### src/rtl/arb_pkg.sv
// Shared types and sizes for the 8-way round-robin arbiter.
package arb_pkg;

   localparam int unsigned NREQ  = 8;
   localparam int unsigned IDX_W = 3;

   // Arbiter FSM states
   typedef enum logic {
      IDLE  = 1'b0,
      GRANT = 1'b1
   } arb_state_e;

endpackage : arb_pkg

### src/rtl/prio_enc8.sv
// 8-to-3 priority encoder: lowest set bit wins; vld_o flags a non-zero input.
module prio_enc8
   import arb_pkg::*;
(
   input  logic [NREQ-1:0]  req_i,
   output logic [IDX_W-1:0] idx_o,
   output logic             vld_o
);

   // Scan from the top down so the lowest set bit is the last one written
   always_comb begin
      idx_o = '0;
      for (int i = NREQ - 1; i >= 0; i--) begin
         if (req_i[i]) begin
            idx_o = IDX_W'(i);
         end
      end
      vld_o = |req_i;
   end

endmodule : prio_enc8

### src/rtl/rr_arb8.sv
// Round-robin arbiter for 8 requesters with a bounded hold time per grant.
// A grant lasts until the owner signals done, drops its request, or hits
// MAX_HOLD cycles; an idle cycle always separates consecutive grants.
module rr_arb8
   import arb_pkg::*;
#(
   parameter int unsigned MAX_HOLD = 16
) (
   input  logic             clk,
   input  logic             rst,
   input  logic             en,
   input  logic [NREQ-1:0]  req,
   input  logic             done,
   output logic [NREQ-1:0]  gnt,
   output logic [IDX_W-1:0] gnt_idx,
   output logic             gnt_vld
);

   localparam int unsigned HOLD_W = 8;
   localparam logic [HOLD_W-1:0] HoldLast = HOLD_W'(MAX_HOLD - 1);

   arb_state_e        state_q;
   logic [IDX_W-1:0]  ptr_q;
   logic [HOLD_W-1:0] hold_q;
   logic [NREQ-1:0]   gnt_q;
   logic [IDX_W-1:0]  idx_q;
   logic              vld_q;

   logic [NREQ-1:0]   req_rot;
   logic [IDX_W-1:0]  enc_idx;
   logic              enc_vld;
   logic [IDX_W-1:0]  win_idx;
   logic              release_grant;

   // Rotate requests so that requester ptr_q lands at bit 0
   always_comb begin
      req_rot = '0;
      for (int i = 0; i < NREQ; i++) begin
         req_rot[i] = req[IDX_W'(i) + ptr_q];
      end
   end

   prio_enc8 u_prio_enc8 (
      .req_i (req_rot),
      .idx_o (enc_idx),
      .vld_o (enc_vld)
   );

   // Undo the rotation (3-bit add wraps modulo 8) and evaluate release terms
   always_comb begin
      win_idx       = enc_idx + ptr_q;
      release_grant = done || !req[idx_q] || (hold_q == HoldLast);
   end

   // Arbiter FSM with registered grant outputs
   always_ff @(posedge clk or posedge rst) begin
      if (rst) begin
         state_q <= IDLE;
         ptr_q   <= '0;
         hold_q  <= '0;
         gnt_q   <= '0;
         idx_q   <= '0;
         vld_q   <= 1'b0;
      end else begin
         unique case (state_q)
            IDLE: begin
               if (en && enc_vld) begin
                  state_q <= GRANT;
                  gnt_q   <= NREQ'(1) << win_idx;
                  idx_q   <= win_idx;
                  vld_q   <= 1'b1;
                  hold_q  <= '0;
               end
            end
            GRANT: begin
               if (release_grant) begin
                  state_q <= IDLE;
                  gnt_q   <= '0;
                  idx_q   <= '0;
                  vld_q   <= 1'b0;
                  ptr_q   <= idx_q + 1'b1;
                  hold_q  <= '0;
               end else begin
                  hold_q  <= hold_q + 1'b1;
               end
            end
            default: begin
               state_q <= IDLE;
            end
         endcase
      end
   end

   assign gnt     = gnt_q;
   assign gnt_idx = idx_q;
   assign gnt_vld = vld_q;

endmodule : rr_arb8

### config.mk
export PLATFORM = sky130hd
export DESIGN_NAME = rr_arb8
export DESIGN_NICKNAME = d
export VERILOG_FILES = /design/src/rtl/arb_pkg.sv /design/src/rtl/prio_enc8.sv /design/src/rtl/rr_arb8.sv
export SDC_FILE = /design/constraint.sdc
export NUM_CORES = 1
export LEC_CHECK = 0
export ABC_AREA = 1
export BUFFER_PORTS_ARGS = -buffer_cell sky130_fd_sc_hd__buf_2
export CORE_UTILIZATION = 57
export CTS_CLUSTER_SIZE = 16
export DETAILED_ROUTE_END_ITERATION = 10
export GPL_TIMING_DRIVEN = 0
export PLACE_DENSITY_LB_ADDON = 0.12
export SLEW_MARGIN = 20
export SYNTH_ARGS = -nofsm -noshare
export SYNTH_HDL_FRONTEND = slang
export SYNTH_HIERARCHICAL = 1
export SYNTH_SLANG_ARGS = --single-unit
### constraint.sdc
create_clock -name clk -period 3.75 [get_ports clk]
set_clock_uncertainty 0.1 [all_clocks]
set_input_delay 0.75 -clock clk [delete_from_list [all_inputs] [get_ports clk]]
set_output_delay 0.75 -clock clk [all_outputs]
set_load 0.005 [all_outputs]
# After elaboration in Yosys (flattened, before gate mapping)
# Cells that the tools add are included.
# op_classes
reduce_logical	7
bitwise	1
magnitude_cmp	9
add_sub_neg	10
n_eq_ne	3
mux	41
shift	1
# ops
operator	count
$lt A3 B4 Y1 const B	9
$mux W8	4
$pmux W8 S2	2
$mux W3	10
$bmux W1 S3	9
$mux W1	13
$add A3 B3 Y3 const A	4
$add A8 B1 Y8 const B	1
$eq A8 B4 Y1 const B	1
$reduce_or A8 Y1	1
$shl A1 B3 Y8 const A	1
$add A2 B3 Y3 const A	2
$pmux W3 S2	1
$pmux W1 S2	2
$reduce_and A2 Y1	2
$add A1 B3 Y3 const A	1
$add A3 B1 Y3 const B	1
$add A3 B3 Y3	1
$logic_or A1 B1 Y1	2
$ne A2 B1 Y1 const B	1
$ne A2 B2 Y1 const B	1
$logic_and A1 B1 Y1	1
$logic_not A1 Y1	1
$not A1 Y1	1
# word_totals
out_inout_bits	12
in_bits	12
elab_cells	78
register_bits	24

# Longest topological paths before layout
# depth
ltp_word	15
mapped_depth	25
ltp_nobuf	24

# By module
# The synthesis kept the hierarchy.
# by_module_without_submodules
module	seq_area_each_um2	cells_per_inst	n_inst	area_per_inst_um2
rr_arb8	600.6	232	1	1684.1
prio_enc8	0.0	22	1	98.8

# Least setup slack after synthesis
# No wires, ideal clock.
# synth_path
path_type	reg-to-reg
startpoint	reg ptr_q[0]
endpoint	reg gnt_q[4] (netlist: gnt[4])
stages_incl_launch_ff	22
setup_time_ns	0.065
arrival_time_ns	2.948
period_less_slack_ns	3.113
slack_ns	0.637
n_path_buf	1
required_time_ns	3.585
path_cell_list	dfrtp_1 buf_4 clkinv_1 ha_1 nand2_1 o21ai_0 mux2i_1 inv_1 nand2_1 nand2_1 nand2_1 nand2_1 a21oi_1 ha_1 inv_1 fa_1 inv_1 nor2_1 inv_1 nor2_1 nand3_1 nand2_1
# synth_via
elab_cells_between_ends	39
cone_classes	8 x add/sub; 1 x eq/ne; 1 x shift; 26 x mux; 3 x reduce/logical
# synth_lines
item	line_no	rtl
from (decl)	rr_arb8.sv:23	logic [IDX_W-1:0] ptr_q;
from (signal assigned)	rr_arb8.sv:81	ptr_q <= idx_q + 1'b1;
$add A3 B3 Y3	rr_arb8.sv:39	req_rot[i] = req[IDX_W'(i) + ptr_q];
$bmux W1 S3	rr_arb8.sv:39	
$mux W1 (implied by the code)	rr_arb8.sv:39	
net req_rot[5]	rr_arb8.sv:29	logic [NREQ-1:0] req_rot;
$mux W3 (6 in series)	prio_enc8.sv:14	if (req_i[i]) begin
net enc_idx[0]	rr_arb8.sv:30	logic [IDX_W-1:0] enc_idx;
$add A3 B3 Y3	rr_arb8.sv:51	win_idx = enc_idx + ptr_q;
$shl A1 B3 Y8	rr_arb8.sv:69	gnt_q <= NREQ'(1) << win_idx;
$mux W8	rr_arb8.sv:67	if (en && enc_vld) begin
$pmux W8 S2	rr_arb8.sv:65	unique case (state_q)
to (signal assigned)	rr_arb8.sv:69	
to (decl)	rr_arb8.sv:25	logic [NREQ-1:0] gnt_q;
# The timed path passes the listed nets, and every way through them passes these cells. The select of a mux whose other input is x is not followed.
# A chain may end at the register's enable or synchronous reset.

# Worst setup path in the final report
# Same ends and word-level chain as after synthesis.

==> metrics.yaml <==
cells_and_area:
  final_core_util_pct: 71.4
  areaGrowthSynthToFinish_pct: 14.2
  drive_gt1_share_pct: 17.9
  mostFrequentLayoutCells: "nand2_1, inv_1, nand3_1"
  antenna_cells: 0
  final_nets: 304
  layout_commonest_cell: "nand2_1"
  fill_cells: 261
timing:
  hold_viol_final: 0
  tightest_slew_ps: 890
  fin_crit_sh_pct: 89.6
  fin_hold_ws_ps: 414
  fmax_ghz: 0.298
  setup_slack_ps: 391
  period_minus_slack_ps: 3360
  drv_slew: 0
  setup_viol: 0
  timing.slew.headroom_pct: 40.6
setup_path:
  critPathKind: "register to register"
  cp-startpoint: "ptr_q[0]"
  worstPathArrival_ps: 3530
  r2r_start: "ptr_q[0]"
  startpoint_type: "register"
  cp_max_fo: 10
  crit_required_ps: 3920
  endpoint_kind: "register"
logic_synthesis:
  avgSynthCellArea_sq_um: 7.02
  synth_area_sq_um: 1780
  syn_inst: 254
  synth_top_area_share_pct: 33.7
  syn-num-nets: 272
  synth_cell_types: 28
  synth_top_area_cell: "dfrtp_1"
  synth-seq-area-share_pct: 33.7
  yosys_warnings: 6
  synth_seq_cells: 24
  synthTopCellsByArea: "dfrtp_1, nand2_1, nand3_1, inv_1, o21ai_0"
outcome:
  status: "complete, but fails checks"
  violations: "DRC"
power_and_ir_drop:
  leakagePower_nw: 1.17
  ir_drop_v: 0.000599
  power_mw: 1.82
  p_per_area_nw_per_um2: 896
job:
  cap_viol_max_count: 0
routing:
  routedWlPerCell_microns: 11.9
  route.detailed.drc: 3
  routed_via_density: 5.35
  vias: 1692
  wl_mm: 3.77
  initialDrtViolationCount: 104
  dr.pass1.iters: 7
  postRouteAntennaNets: 0
grt:
  grt_max_degree: 25
  antenna_found_initial: 0
  grt_pass1_wl_mm: 6.47
  grt_pass1_vias: 1554
  grt_usage_pct: 24.9
  grt_overflow_total: 0
hold_path:
  hp-class: "register to register"
  holdCritStartpoint: "gnt[7]"
clocking:
  htree_levels: 1
  cts.sinks: 24
  insertion_delay_ps: 310
  clockRootBuffer: "clkbuf_4"
  cts_tree: "yes"
  max-clock-path-buffers: 2
  clk_pin_slew_worst_paths_ps: 130
  numCtsBuffers: 3
die:
  chipWidth_microns: 57.9
  io_pins: 24
  core-area_sq_um: 2850
  row_count: 19
  die-area_sq_um: 3360
  dieHeight_microns: 57.9
  start_util_pct: 62.5
placement:
  io_buffers: 23
  place_congestion: 0.815
  pre_cts_ws_ps: 229
  dp_hpwl_mm: 2.88
cells in the mapped netlist, drive strengths merged:
cell type and number:
nand4 4, nor2 19, nand3 30, or2 1
o21ai 19, clkinv 1, buf 5, fa 1
nand3b 1, nand2 88, dfrtp 24, ha 5
mux2i 6, xnor2 5, inv 34, a31oi 1
nor3 1, xor2 7, a21oi 2
final timing paths:
kind / end / slack (ps) / cells after the start
hold / removal: gnt[7] / 410 / 2
hold reg to reg: gnt[7] / 410 / 2
max in group asynchronous: gnt_idx[0] / 2510 / 2
setup / recovery: gnt[4] / 390 / 21
setup reg to reg: gnt[4] / 390 / 21
min in group asynchronous: gnt[4] / 500 / 2
report_power, final:
part | internal (mW) | switching, mW
Sequential | 0.322 | 0.0659
Clock | 0.108 | 0.0769
Combinational | 0.478 | 0.772
Total | 0.908 | 0.915
flip-flops by register name, summed over array words and instances (netlist names):
signal	cells
state_q	1
hold_q	8
gnt	8
ptr_q	3
gnt_vld	1
gnt_idx	3
layer usage:
metal	vias to the layer above	GRT usage, %	share of wire, %
met5	-	0	0
met4	0	9.18	1.8
met3	7	3.57	3.8
met2	32	42.0	47
met1	789	32.8	47
li1	864	-	-
cell families (layout without fill, tap and decap cells):
logic type / Yosys count / after routing / synth area share (%)
adder cells (fa/ha/maj): 6 / 6 / 4.63
flip-flops: 24 / 24 / 33.7
XOR/XNOR: 12 / 12 / 5.89
AO/OA/AOI/OAI: 22 / 22 / 6.67
AND/OR/NAND/NOR: 144 / 144 / 36.0
multiplexers: 6 / 6 / 3.37
buffers and inverters: 40 / 71 / 9.75
metrics by stage:
| step | instance area, sq um | TNS [ps] | std cells |
|---|---|---|---|
| global route | 2040 | -13.6 | 316 |
| detailed placement | 1940 | 0 | 308 |
| CTS | 1990 | 0 | 312 |
| global placement | 1940 | 0 | 308 |
| floorplan | 1780 | 0 | 254 |
| finish | 2040 | 0 | 316 |
timing repair:
action / in CTS / in global routing
hold endpoints to repair: 0 / 0
endpoints found under the setup margin: 0 / 8
resized for setup: 0 / 2
hold buffers: 0 / 0
setup buffers: 0 / 4
layout make-up:
| type | count | area [sq um] | area share, % |
|---|---|---|---|
| repair buffers | 27 | 145 | 7.13 |
| clock buffers | 3 | 22.5 | 1.11 |
| flip-flops and latches | 24 | 601 | 29.5 |
| multi-input cells | 190 | 1020 | 50.2 |
| plain buffers | 5 | 42.5 | 2.09 |
| clock inverters | 1 | 30.0 | 1.48 |
| inverters | 35 | 135 | 6.64 |
| well taps | 31 | 38.8 | 1.91 |
worst max-delay path: stages, from the launching register on:
cell and delay [ps]:
dfrtp_1 370, buf_4 180, clkinvlp_4 180, ha_4 290, nand2_1 60, o21ai_0 120, mux2i_1 260, inv_1 90
nand2_1 70, nand2_1 50, nand2_1 50, nand2_1 50, a21oi_1 130, ha_1 150, inv_1 40, fa_1 570
inv_1 110, nor2_1 130, inv_1 50, nor2_1 100, nand3_1 90, nand2_1 70
Power figures use the tool's default switching activity.
